===== config.mk =====
export PLATFORM = sky130hd
export DESIGN_NAME = health_alarm_escalator
export DESIGN_NICKNAME = d
export VERILOG_FILES = /design/src/rtl/health_alarm_escalator.sv
export SDC_FILE = /design/constraint.sdc
export NUM_CORES = 1
export LEC_CHECK = 0
export ABC_AREA = 1
export ABC_CLOCK_PERIOD_IN_PS = 4190
export BUFFER_PORTS_ARGS = -buffer_cell sky130_fd_sc_hd__buf_2
export CAP_MARGIN = 0
export CORE_ASPECT_RATIO = 0.5
export CORE_MARGIN = 2
export CORE_UTILIZATION = 30
export CTS_CLUSTER_SIZE = 25
export DETAILED_ROUTE_END_ITERATION = 10
export PLACE_DENSITY = 0.53
export SLEW_MARGIN = 25
export SYNTH_ARGS = -nofsm -noshare
export SYNTH_HDL_FRONTEND = slang
export SYNTH_SLANG_ARGS = --single-unit

===== constraint.sdc =====
create_clock -name clock -period 4.19 [get_ports clock]
set_clock_uncertainty 0.2 [all_clocks]
set_input_delay 0.6285 -clock clock [delete_from_list [all_inputs] [get_ports clock]]
set_output_delay 0.6285 -clock clock [all_outputs]
set_load 0.05 [all_outputs]

===== src/rtl/health_alarm_escalator.sv =====
// Multi-channel health alarm: per-channel persistence filters, saturating severity sum,
// and an acknowledge/escalation FSM driving the warning display and nurse call.
module health_alarm_escalator #(
  parameter int NUM_CH     = 5,
  parameter int SEV_W      = 3,
  parameter int PERSIST    = 3,
  parameter int ESC_CYCLES = 8
) (
  input  logic                  clock,
  input  logic                  resetN,
  input  logic [2*NUM_CH-1:0]   chLevel,
  input  logic                  ack,
  output logic [SEV_W-1:0]      warning,
  output logic [NUM_CH-1:0]     activeMask,
  output logic                  alarm,
  output logic                  escalated
);

  localparam int CNT_W = $clog2(PERSIST + 1);
  localparam int SUM_W = $clog2(3 * NUM_CH + 1);
  localparam int CMP_W = (SUM_W > SEV_W) ? SUM_W : SEV_W;
  localparam int ESC_W = $clog2(ESC_CYCLES) + 1;
  localparam logic [SEV_W-1:0] SEV_MAX = '1;

  typedef enum logic [1:0] {IDLE, ALERT, ACKED, ESCALATED} stateT;

  logic [1:0]            lastRaw [NUM_CH];
  logic [CNT_W-1:0]      cnt     [NUM_CH];
  logic [NUM_CH-1:0][1:0] filt;

  logic [CMP_W-1:0]      sum;
  logic [SEV_W-1:0]      sev;
  logic [NUM_CH-1:0]     mask;

  stateT                 state;
  logic [ESC_W-1:0]      escCnt;
  logic [SEV_W-1:0]      ackLvl;

  // A level reaches filt only on the PERSIST-th consecutive edge sampling it.
  always_ff @(posedge clock or negedge resetN) begin
    if (!resetN) begin
      for (int i = 0; i < NUM_CH; i++) begin
        lastRaw[i] <= '0;
        cnt[i]     <= '0;
      end
      filt <= '0;
    end else begin
      // NOTE: state updates use <= so every channel sees pre-edge values regardless of loop order.
      for (int i = 0; i < NUM_CH; i++) begin
        if (chLevel[2*i +: 2] != lastRaw[i]) begin
          lastRaw[i] <= chLevel[2*i +: 2];
          cnt[i]     <= CNT_W'(1);
          if (PERSIST == 1) filt[i] <= chLevel[2*i +: 2];
        end else if (cnt[i] != CNT_W'(PERSIST)) begin
          cnt[i] <= cnt[i] + CNT_W'(1);
          if (cnt[i] == CNT_W'(PERSIST - 1)) filt[i] <= chLevel[2*i +: 2];
        end
      end
    end
  end

  // NOTE: every always_comb output gets a default first so no latch is inferred.
  always_comb begin
    sum  = '0;
    mask = '0;
    for (int i = 0; i < NUM_CH; i++) begin
      sum     = sum + CMP_W'(filt[i]);
      mask[i] = |filt[i];
    end
    sev = (sum > CMP_W'(SEV_MAX)) ? SEV_MAX : sum[SEV_W-1:0];
  end

  always_ff @(posedge clock or negedge resetN) begin
    if (!resetN) begin
      warning    <= '0;
      activeMask <= '0;
    end else begin
      warning    <= sev;
      activeMask <= mask;
    end
  end

  // Moore outputs are registered alongside the state they decode.
  always_ff @(posedge clock or negedge resetN) begin
    if (!resetN) begin
      state     <= IDLE;
      escCnt    <= '0;
      ackLvl    <= '0;
      alarm     <= 1'b0;
      escalated <= 1'b0;
    end else begin
      case (state)
        IDLE: begin
          if (sev != '0) begin
            state  <= ALERT;
            escCnt <= '0;
            alarm  <= 1'b1;
          end
        end
        ALERT: begin
          escCnt <= escCnt + ESC_W'(1);
          if (ack) begin
            state  <= ACKED;
            ackLvl <= sev;
            alarm  <= 1'b0;
          end else if (sev == '0) begin
            state <= IDLE;
            alarm <= 1'b0;
          end else if (escCnt == ESC_W'(ESC_CYCLES - 1)) begin
            state     <= ESCALATED;
            escalated <= 1'b1;
          end
        end
        ACKED: begin
          if (sev == '0) begin
            state <= IDLE;
          end else if (sev > ackLvl) begin
            state  <= ALERT;
            escCnt <= '0;
            alarm  <= 1'b1;
          end else begin
            ackLvl <= sev;
          end
        end
        ESCALATED: begin
          if (ack) begin
            state     <= (sev != '0) ? ACKED : IDLE;
            ackLvl    <= sev;
            alarm     <= 1'b0;
            escalated <= 1'b0;
          end
        end
        default: begin
          state     <= IDLE;
          alarm     <= 1'b0;
          escalated <= 1'b0;
        end
      endcase
    end
  end

endmodule


Word level (Yosys, flattened, before mapping)

Index checks and enable logic that the tools add are counted.

Input port bits: 13
Register bits: 49
Word-level logic and storage cells: 136
Output and inout port bits: 10

Add/sub/neg operators: 10
Multiplexer cells: 39
Equal/unequal tests: 31
Bitwise operators: 5
Reductions and logical operators: 27
Magnitude comparators: 2

Operator list:

| kind                                                                             | count |
|---|---|
| 2-bit two-way mux                                                                | 18 |
| 2-bit != test (second input constant)                                            | 13 |
| 3-bit AND reduction                                                              | 5 |
| 2-bit == test (second input constant)                                            | 7 |
| 2-bit nonzero test                                                               | 7 |
| 3-bit two-way mux                                                                | 4 |
| 4-bit two-way mux                                                                | 3 |
| 4-bit case mux with 3 select lines                                               | 1 |
| 4-bit AND reduction                                                              | 3 |
| 2-bit OR reduction                                                               | 6 |
| 2-bit by 1-bit adder with 2-bit output (second input constant)                   | 5 |
| 2-bit != test                                                                    | 5 |
| 5-bit AND reduction                                                              | 2 |
| 1-bit two-way mux                                                                | 9 |
| 4-bit by 2-bit adder with 4-bit output                                           | 2 |
| 2-bit case mux with 4 select lines                                               | 1 |
| 3-bit != test (second input constant)                                            | 2 |
| 3-bit case mux with 2 select lines                                               | 1 |
| 3-bit nonzero test                                                               | 2 |
| 1-bit NOT                                                                        | 5 |
| 3-bit by 2-bit adder with 4-bit output                                           | 1 |
| 4-bit by 1-bit adder with 4-bit output (second input constant)                   | 1 |
| 4-bit by 3-bit == test with 1-bit output (second input constant)                 | 1 |
| 4-bit by 3-bit greater-than comparator with 1-bit output (second input constant) | 1 |
| 9 further kinds                                                                  | 9 |

Longest topological paths before layout

Gate-level depths: netlist of the first run.

Depth after elaboration: 10
Depth in mapped cells: 22
Depth with buffers taken out: 22

Worst setup path after synthesis of the first run

OpenSTA, ideal clock, no wires.

Kind: reg-to-reg
From: register filt[0] in the netlist's numbering
To: register ackLvl[2]
Path buffers: 0
Data arrival time: 3.435 ns
Stages on the path, launching flop included: 22
Required time: 3.867 ns
Slack: 0.432 ns
Path through: dfrtp_1 > fa_1 > inv_1 > fa_1 > inv_1 > fa_1 > inv_1 > fa_1 > inv_1 > nand2_1 > nand2_1 > nor2_1 > inv_1 > ha_1 > a21oi_1 > nand2_1 > nand2_1 > nand2_1 > o21ai_0 > nand2_1 > nand2_1 > o21ai_1

Longest elaborated chain between the ends: 9
Elaborated cells on any way between the ends: 15
Classes of those cells: 4 x add/sub; 2 x order compare; 2 x eq/ne; 5 x mux; 2 x reduce/logical

RTL lines:

| item                                                                                       | RTL line | text |
|---|---|---|
| from (decl)                                                                                | 29       | `logic [NUM_CH-1:0][1:0] filt;` |
| from (signal, indexed assignment)                                                          | 53       | `if (PERSIST == 1) filt[i] <= chLevel[2*i +: 2];` |
| from (signal, indexed assignment)                                                          | 56       | `if (cnt[i] == CNT_W'(PERSIST - 1)) filt[i] <= chLevel[2*i +: 2];` |
| 2-bit by 2-bit adder with 3-bit output (*)                                                 | 67       | `sum = sum + CMP_W'(filt[i]);` |
| 3-bit by 2-bit adder with 4-bit output (*)                                                 | 67       |  |
| 4-bit by 2-bit adder with 4-bit output (*) (2 in a row)                                    | 67       |  |
| 4-bit by 3-bit greater-than comparator with 1-bit output                                   | 70       | `sev = (sum > CMP_W'(SEV_MAX)) ? SEV_MAX : sum[SEV_W-1:0];` |
| 3-bit two-way mux (*)                                                                      | 70       |  |
| via sev[2]                                                                                 | 32       | `logic [SEV_W-1:0] sev;` |
| 3-bit greater-than comparator (tied with other cells)                                      | 117      | `end else if (sev > ackLvl) begin` |
| 2-bit != test (no line) / 3-bit two-way mux (equally long branches)                        | n/a      |  |
| 4-bit AND reduction (no line) / 3-bit case mux with 2 select lines (equally long branches) | n/a      |  |
| to (signal assigned)                                                                       | 104      | `ackLvl <= sev;` |
| to (signal assigned)                                                                       | 122      | `ackLvl <= sev;` |
| to (signal assigned)                                                                       | 128      | `ackLvl <= sev;` |
| to (decl)                                                                                  | 37       | `logic [SEV_W-1:0] ackLvl;` |

Mark *: on every way through the listed nets, which the timed path passes. The rest lies on a longest branch. The select of a mux whose other input is x is not followed.
A chain may end at the register's enable or synchronous reset.

Final worst setup path of the first run

From: register filt[0] in the netlist's numbering
To: register ackLvl[0]

Longest elaborated chain between the ends: 9
Elaborated cells on any way between the ends: 15
Classes of those cells: 4 x add/sub; 2 x order compare; 2 x eq/ne; 5 x mux; 2 x reduce/logical

RTL lines:

| item                                                                    | RTL line |
|---|---|
| 2-bit by 2-bit adder with 3-bit output (*)                              | 67 |
| 3-bit by 2-bit adder with 4-bit output (*)                              | 67 |
| 4-bit by 2-bit adder with 4-bit output (*) (2 in a row)                 | 67 |
| 4-bit by 3-bit greater-than comparator with 1-bit output                | 70 |
| 3-bit two-way mux (*)                                                   | 70 |
| via sev[2]                                                              | 32 |
| 3-bit greater-than comparator / 3-bit zero test (equally long branches) | 117, 115 |
| 2-bit != test (no line)                                                 | n/a |
| 4-bit AND reduction (no line) (*)                                       | n/a |

Marked as above.

==> results of run 1 <==
[metal layers]
metal  wire [µm]  vias up  part of all wire [%]  global-route usage (%)
met5           0        -                     0                       0
met4         139        0                   3.3                    5.85
met3         129       14                   3.0                    2.78
met1        2180      832                    51                    13.1
li1            -      913                     -                       -
met2        1820       32                    43                    17.6
[how the worst min path moves through the flow]
stage	end	slack, ns	depth (start not counted)
2_1_floorplan	ackLvl[0]$_DFFE_PN0P_	0.13	0
3_3_place_gp	activeMask[3]$_DFF_PN0_	0.26	1
4_1_cts	cnt[2]$_DFFE_PN0P_	0.18	1
6_report	cnt[2]$_DFFE_PN0P_	0.15	1
5_1_grt	cnt[9]$_DFFE_PN0P_	0.21	1
3_5_place_dp	activeMask[3]$_DFF_PN0_	0.25	1
[sequential cells by signal, indices dropped and copies added, names as in the netlist]
name / flops
cnt: 10
ackLvl: 3
filt: 10
state: 2
alarm: 1
lastRaw: 10
escCnt: 4
activeMask: 5
escalated: 1
warning: 3
[metrics by stage]
stage	utilization, %	hold WS, ns
after global placement	34.0	0.256
after CTS	35.8	0.180
final	35.9	0.154
after detailed placement	34.0	0.254
after global routing	35.9	0.215
after floorplan	-	0.133
[worst register-to-register path, stage by stage, from the launching register on]
cell	delay, ns
dfrtp_1	0.41
fa_1	0.54
inv_1	0.05
fa_1	0.48
inv_1	0.05
fa_1	0.39
inv_2	0.08
fa_2	0.20
inv_1	0.04
nand2_1	0.05
nand2_1	0.10
nor2_2	0.12
inv_1	0.07
ha_1	0.31
a21oi_1	0.15
nand2_1	0.06
nand2_1	0.07
nand2_2	0.09
o21ai_2	0.08
nand2_2	0.10
nand2_1	0.07
o21ai_1	0.07
[area by class of cell]
type | instances | area (µm²) | share of cell area (%)
multi-input cells | 186 | 1150 | 39.2
clock inverters | 2 | 16.3 | 0.556
flip-flops and latches | 49 | 1230 | 41.9
repair buffers | 22 | 113 | 3.85
inverters | 41 | 159 | 5.43
well taps | 112 | 140 | 4.79
clock buffers | 5 | 125 | 4.28
[synth_stat cells (all sizes together)]
master / n
or2: 7
clkinv: 1
inv: 40
nand3b: 1
nand2: 80
a31oi: 1
nand3: 15
fa: 6
clkbuf: 10
dfrtp: 49
o22ai: 1
a21oi: 5
xnor2: 10
o21ai: 18
nor2: 22
nand4: 4
ha: 16
[cells by family after synthesis]
| family | after synthesis | share of synthesized area, % |
|---|---|---|
| AND/OR/NAND/NOR | 129 | 22.9 |
| buffers and inverters | 51 | 7.69 |
| flip-flops | 49 | 48.0 |
| AO/OA/AOI/OAI | 25 | 5.53 |
| adder cells (fa/ha/maj) | 22 | 12.5 |
| XOR/XNOR | 10 | 3.43 |
[what timing repair did]
action | 4_1_cts | 5_1_grt
setup endpoints to repair | 0 | 6
buffers inserted | 0 | 0
gates resized for setup | 0 | 7
==> flow_summary.yaml, run 1 <==
worst_setup_path:
  crit_path_end: "ackLvl[0]$_DFFE_PN0P_"
  r2r_cells: 21
  startpoint: "filt[0]$_DFFE_PN0P_"
  cpMostUsedCell: "nand2_1"
  worstReg2RegEnd: "ackLvl[0]$_DFFE_PN0P_"
  worst-setup-path-type: "register to register"
  crit_required_ns: 4.16
  path_buf_inv: 5
  crit_family: "adder cells"
  cp_cell_sequence: "fa_1, inv_1, fa_1, inv_1, fa_1, inv_2, fa_2, inv_1, nand2_1, nand2_1, nor2_2, inv_1, ha_1, a21oi_1, nand2_1, nand2_1, nand2_2, o21ai_2, nand2_2, nand2_1, o21ai_1"
  cp-start-kind: "register"
  reg2reg_slack_ns: 0.30
  cp_slowest_cell: "fa_1"
  crit_fanout: 6
  cp-end-kind: "register"
  cp.depth: 21
  rr_startpoint: "filt[0]$_DFFE_PN0P_"
  worstPathArrival_ns: 3.86
  critPathMaxStageDelay_ns: 0.54
synthesis:
  yosys_register_bits: 49
  yosys.area.top_type: "dfrtp_1"
  syn_inst: 286
  syn-mean-instance-area_um2: 8.94
  ys_seq_area_share_pct: 48.0
  synth_cell_types: 26
  synth_top_area_share_pct: 48.0
  syn-cell-area_um2: 2560
  ys_warn_count: 0
  synth.area.top_cells: "dfrtp_1 (48%), nand2_1 (11%), ha_1 (7.8%), inv_1 (5.6%), fa_1 (4.7%)"
  syn-num-nets: 321
sta:
  setup_ws_ns: 0.298
  fmaxAchievable_ghz: 0.257
  final-hold-violation-count: 0
  setup-violations-final: 0
  worst_slew_pin_slew_ns: 0.608
  slew_violations: 0
  relSlewSlack_pct: 59.5
  min_period_over_period_pct: 92.9
  timing.final.crit_period_ns: 3.89
  fin_setup_tns_ns: 0
  rsz0062_at_grt: "no"
die:
  die_w_um: 135
  die_y_um: 69.3
  num_rows: 23
  dieArea_um2: 9320
  io_pins: 23
  core_region_area_um2: 8140
  start_util_pct: 31.4
cells_and_area:
  num-fill-cells: 825
  diodes: 0
  finalInstanceArea_um2: 2930
  final_common_cell: "nand2_1"
  area_growth_syn_to_layout_pct: 14.5
  drive_above_1_share_pct: 18.0
  final_cell_count_no_fill: 417
  mostFrequentLayoutCells: "nand2_1 (73), dfrtp_1 (49), inv_1 (37)"
  nNetsFinal: 340
global_route:
  grt_max_degree: 50
  grt.overflow.total: 0
  grt_pass1_vias: 1884
  grt_first_pass_wirelength_mm: 8.11
  antenna_found_initial: 0
  grt_usage_pct: 10.8
placed_design:
  port_buffers: 22
  gp_congestion: 0.874
  dp_hpwl_mm: 3.24
  placed_cell_area_um2: 2770
  dp_cells: 410
  place_ws_ns: 0.153
clock_network:
  ctsHtreeMaxLevel: 2
  root_buffer: "clkbuf_16"
  clock_sinks: 49
  cts-hold-fix-buffers: 0
  clk_latency_ns: 0.29
  clk_pin_slew_ns: 0.06
  cts_made_buffers: 5
  cts_tree: "built"
  clock_path_buffers: 2
outcome:
  status: "completed"
route:
  drt-pass1-iter-count: 5
  post_drt_via_cell_ratio: 4.29
  drt_iter0_markers: 71
  wl_per_cell_um: 10.2
  wirelength_mm: 4.27
  num_vias: 1791
  ant_nets: 0
  drc: 0
run:
  drv_cap: 0
worst_hold_path:
  worstHoldPathType: "input pin to asynchronous set/reset pin"
Power of run 1 is left out: the tool's default activity adds up to more than one toggle a clock period on the data nets, which glitch-free logic cannot reach.
==> run 2: changes to the inputs <==
--- a/config.mk
+++ b/config.mk
@@ -14,8 +14,7 @@
 export CORE_UTILIZATION = 30
 export CTS_CLUSTER_SIZE = 25
 export DETAILED_ROUTE_END_ITERATION = 10
-export PLACE_DENSITY = 0.53
-export SLEW_MARGIN = 25
+export PLACE_DENSITY = 0.48
 export SYNTH_ARGS = -nofsm -noshare
 export SYNTH_HDL_FRONTEND = slang
 export SYNTH_SLANG_ARGS = --single-unit
==> run 2 against run 1 <==
Worst hold slack improved by 0.083 ns; count of clock-buffer cells in the layout increased by 1; sequential share of layout area decreased by 0.57 points; global-route usage decreased by 0.13 points; critical path depth decreased by 2; maximum frequency increased by 1.1%; design area increased by 1.4%; utilization increased by 0.49 points.
==> flow_summary.yaml, run 2 (same netlist as run 1, synthesis figures left out) <==
global_route:
  grt_usage_pct: 10.7
  grt_pass1_vias: 1762
  antenna_found_initial: 0
  grt_max_degree: 50
  grt.overflow.total: 0
  grt_first_pass_wirelength_mm: 7.99
route:
  ant_nets: 0
  wirelength_mm: 4.25
  num_vias: 1754
  drt_iter0_markers: 99
  drt-pass1-iter-count: 4
  wl_per_cell_um: 10.1
  drc: 0
  post_drt_via_cell_ratio: 4.18
cells_and_area:
  reg.largest.list: "cnt x10, filt x10, lastRaw x10"
  area_growth_syn_to_layout_pct: 16.1
  nNetsFinal: 342
  diodes: 0
  final_common_cell: "nand2_1"
  num-fill-cells: 807
  drive_above_1_share_pct: 18.8
  mostFrequentLayoutCells: "nand2_1 (73), dfrtp_1 (49), inv_1 (37)"
die:
  die_w_um: 135
  dieArea_um2: 9320
  num_rows: 23
  io_pins: 23
  die_y_um: 69.3
  core_region_area_um2: 8140
  start_util_pct: 31.4
sta:
  fmaxAchievable_ghz: 0.260
  setup_ws_ns: 0.339
  timing.final.crit_period_ns: 3.85
  relSlewSlack_pct: 57.9
  fin_setup_tns_ns: 0
  final-hold-violation-count: 0
  slew_violations: 0
  min_period_over_period_pct: 91.9
  setup-violations-final: 0
  worst_slew_pin_slew_ns: 0.632
  rsz0062_at_grt: "no"
clock_network:
  clock_path_buffers: 2
  cts_made_buffers: 5
  cts-hold-fix-buffers: 0
  root_buffer: "clkbuf_16"
  clock_sinks: 49
  clk_pin_slew_ns: 0.06
  cts_tree: "built"
  clk_latency_ns: 0.29
  ctsHtreeMaxLevel: 2
worst_setup_path:
  startpoint: "filt[0]$_DFFE_PN0P_"
  cp_cell_sequence: "fa_1, inv_1, fa_1, inv_1, fa_2, inv_2, fa_2, inv_1, nor2_2, inv_1, ha_1, nand3b_1, nand2_1, nand2_1, nand2_2, o21ai_0, nand2_1, nand2_1, o21ai_1"
  crit_fanout: 6
  cp-end-kind: "register"
  cp_slowest_cell: "fa_2"
  worstPathArrival_ns: 3.83
  worst-setup-path-type: "register to register"
  crit_required_ns: 4.16
  rr_startpoint: "filt[0]$_DFFE_PN0P_"
  critPathMaxStageDelay_ns: 0.55
  cp-start-kind: "register"
placed_design:
  gp_congestion: 0.766
  place_ws_ns: 0.172
  port_buffers: 22
  dp_hpwl_mm: 3.19
run:
  drv_cap: 0
outcome:
  status: "completed"
worst_hold_path:
  worstHoldPathType: "input pin to asynchronous set/reset pin"
-- run 2: cell type report --
type | instances | area [µm²] | area share, %
flip-flops and latches | 49 | 1230 | 41.3
multi-input cells | 186 | 1150 | 38.7
inverters | 41 | 159 | 5.36
well taps | 112 | 140 | 4.72
clock buffers | 6 | 129 | 4.34
repair buffers | 24 | 125 | 4.22
clock inverters | 2 | 38.8 | 1.31
-- run 2: per-stage QoR --
step | area [µm²] | std cells | hold slack (ns) | utilization [%]
after detailed placement | 2780 | 411 | 0.255 | 34.1
after CTS | 2940 | 419 | 0.269 | 36.1
final | 2970 | 420 | 0.238 | 36.4
after global placement | 2780 | 411 | 0.254 | 34.1
after global routing | 2970 | 420 | 0.274 | 36.4
after floorplan | 2560 | 286 | 0.133 | -
-- run 2: final timing paths --
| kind | depth (start not counted) | slack [ns] | endpoint |
|---|---|---|---|
| worst max-delay path | 19 | 0.34 | ackLvl[1]$_DFFE_PN0P_ |
| worst min-delay path | 2 | 0.24 | cnt[2]$_DFFE_PN0P_ |
| worst max register to register | 19 | 0.34 | ackLvl[1]$_DFFE_PN0P_ |
| worst min register to register | 2 | 0.27 | alarm$_DFFE_PN0P_ |
| max in group asynchronous | 2 | 3.12 | warning[1]$_DFF_PN0_ |
| min in group clock | 2 | 0.27 | alarm$_DFFE_PN0P_ |
-- run 2: per-layer routing --
metal / vias to the layer above / wire length (µm) / part of all wire (%) / global-route usage (%)
li1: 925 / - / - / -
met1: 794 / 2200 / 52 / 14.0
met2: 27 / 1810 / 42 / 16.4
met3: 8 / 150 / 3.5 / 2.63
met4: 0 / 96 / 2.3 / 5.38
met5: - / 0 / 0 / 0
-- run 2: critical path, delay by kind of cell, from the launching register on --
family / cells / cell delay [ns]
and+or+nand+nor: 7 / 0.64
DFF: 1 / 0.41
AOI/OAI and AO/OA: 2 / 0.15
buffers and inverters: 5 / 0.31
adders and majority gates: 5 / 2.02
-- run 2: timing repair --
action,CTS,global route
resized for setup,0,7
buffers inserted,0,1
endpoints found under the setup margin,0,6
Power of run 2 is left out for the same reason.
==> run 3: changes to the inputs <==
--- a/config.mk
+++ b/config.mk
@@ -9,12 +9,12 @@
 export ABC_CLOCK_PERIOD_IN_PS = 4190
 export BUFFER_PORTS_ARGS = -buffer_cell sky130_fd_sc_hd__buf_2
 export CAP_MARGIN = 0
-export CORE_ASPECT_RATIO = 0.5
 export CORE_MARGIN = 2
 export CORE_UTILIZATION = 30
 export CTS_CLUSTER_SIZE = 25
 export DETAILED_ROUTE_END_ITERATION = 10
 export PLACE_DENSITY = 0.48
+export RECOVER_POWER = 50
 export SYNTH_ARGS = -nofsm -noshare
 export SYNTH_HDL_FRONTEND = slang
 export SYNTH_SLANG_ARGS = --single-unit
==> run 3 against run 2 <==
The run now ends with max-capacitance violations, max-slew violations left; worst hold slack better by 0.037 ns; utilization is 1.7 points lower; critical endpoint unchanged; worst setup slack barely moved; wire length shrank 2.8%; register-to-register slack hardly changed; cell count down 1.7%; maximum frequency barely moved; global-route usage shrank 0.33 points.
==> flow_summary.yaml, run 3 (same netlist as run 1, synthesis figures left out) <==
cells_and_area:
  mostFrequentLayoutCells: "nand2_1 (73), dfrtp_1 (49), inv_1 (38)"
  multi_input_area_um2: 1140
  num-fill-cells: 882
  final_common_cell: "nand2_1"
  drive_above_1_share_pct: 14.3
  diodes: 0
  nNetsFinal: 342
  seq_area_um2: 1230
  final_cell_count_no_fill: 413
  area_growth_syn_to_layout_pct: 12.1
  reg.largest.list: "cnt x10, filt x10, lastRaw x10"
sta:
  worst_slew_pin_slew_ns: 2.61
  final-hold-violation-count: 0
  fin_setup_tns_ns: 0
  fmaxAchievable_ghz: 0.260
  relSlewSlack_pct: -73.8
  setup-violations-final: 0
  slew_violations: 50
  rsz0062_at_grt: "no"
  min_period_over_period_pct: 91.9
  timing.final.crit_period_ns: 3.85
placed_design:
  dp_hpwl_mm: 3.13
  dp_cells: 404
  port_buffers: 22
  gp_congestion: 0.783
run:
  drv_cap: 1
global_route:
  grt_usage_pct: 10.3
  grt.overflow.total: 0
  grt_pass1_vias: 1704
  grt_max_degree: 50
  antenna_found_initial: 0
  grt_first_pass_wirelength_mm: 7.45
worst_hold_path:
  min_from: "chLevel[7]"
  worstHoldPathType: "input pin to register"
  min_path_cells: 1
  min_to: "lastRaw[3]$_DFFE_PN0N_"
clock_network:
  cts_tree: "built"
  cts_made_buffers: 5
  clk_latency_ns: 0.31
  ctsHtreeMaxLevel: 2
  root_buffer: "clkbuf_8"
  cts-hold-fix-buffers: 0
  clock_path_buffers: 2
  clock_sinks: 49
  clk_pin_slew_ns: 0.09
die:
  die_w_um: 96.3
  io_pins: 23
  core_region_area_um2: 8260
  dieArea_um2: 9270
  num_rows: 33
  die_y_um: 96.3
  start_util_pct: 31.0
worst_setup_path:
  crit_required_ns: 4.19
  reg2reg_slack_ns: 0.34
  cp-start-kind: "register"
  rr_startpoint: "filt[0]$_DFFE_PN0P_"
  worstReg2RegEnd: "ackLvl[1]$_DFFE_PN0P_"
  worst-setup-path-type: "register to register"
  crit_fanout: 6
  cp-end-kind: "register"
  worstPathArrival_ns: 3.85
  startpoint: "filt[0]$_DFFE_PN0P_"
  r2r_cells: 21
route:
  drt-pass1-iter-count: 4
  wl_per_cell_um: 10.0
  drc: 0
  drt_iter0_markers: 56
  ant_nets: 0
  wirelength_mm: 4.13
  num_vias: 1780
  post_drt_via_cell_ratio: 4.31
outcome:
  violations: "max-capacitance violations, max-slew violations"
  status: "finished, violations left"
==> run 3: area by class of cell <==
| type | count | share of cell area, % |
|---|---|---|
| sequential | 49 | 42.8 |
| tap | 105 | 4.58 |
| timing repair buffer | 24 | 3.80 |
| clock buffer | 6 | 2.88 |
| clock inverter | 2 | 0.611 |
| inverter | 41 | 5.54 |
| multi-input combinational | 186 | 39.8 |
==> run 3: worst max path at each step <==
stage                                 end  slack [ns]
detailed placement  ackLvl[1]$_DFFE_PN0P_        0.19
finish              ackLvl[1]$_DFFE_PN0P_        0.34
global placement    ackLvl[1]$_DFFE_PN0P_        0.27
global route         state[1]$_DFFE_PN0P_       0.003
CTS                 ackLvl[0]$_DFFE_PN0P_        0.17
floorplan           ackLvl[2]$_DFFE_PN0P_        0.43
==> run 3: worst max-delay path, cell delays in order, from the launching register on <==
cell,delay (ns)
dfrtp_1,0.41
fa_1,0.54
inv_1,0.05
fa_1,0.47
inv_1,0.05
fa_1,0.38
inv_1,0.09
fa_1,0.19
inv_1,0.04
nand2_1,0.06
nand2_1,0.10
nor2_2,0.11
inv_1,0.07
ha_1,0.31
a21oi_1,0.15
nand2_1,0.06
nand2_1,0.07
nand2_2,0.08
o21ai_1,0.11
nand2_2,0.11
nand2_1,0.07
o21ai_1,0.05
==> run 3: timing repair <==
item                                   CTS  global route
endpoints found under the hold margin    0             0
setup buffers                            0             1
setup endpoints to repair                0             6
resized for setup                        0             4
==> run 3: per-stage QoR <==
step	hold slack (ns)	setup slack (ns)	util, %	area (µm²)
after floorplan	0.133	0.432	-	2560
after global placement	0.257	0.266	33.5	2770
after detailed placement	0.263	0.189	33.5	2770
after CTS	0.247	0.168	34.7	2870
after global routing	0.256	0.00273	34.7	2870
final	0.274	0.339	34.7	2870
==> run 3: layer usage <==
metal	vias to the layer above	GRT usage, %	part of all wire, %
met1	833	13.2	48
met3	6	3.05	3.7
li1	918	-	-
met2	23	16.7	47
met5	-	0	0
met4	0	3.52	1.7
Power of run 3 is left out for the same reason.
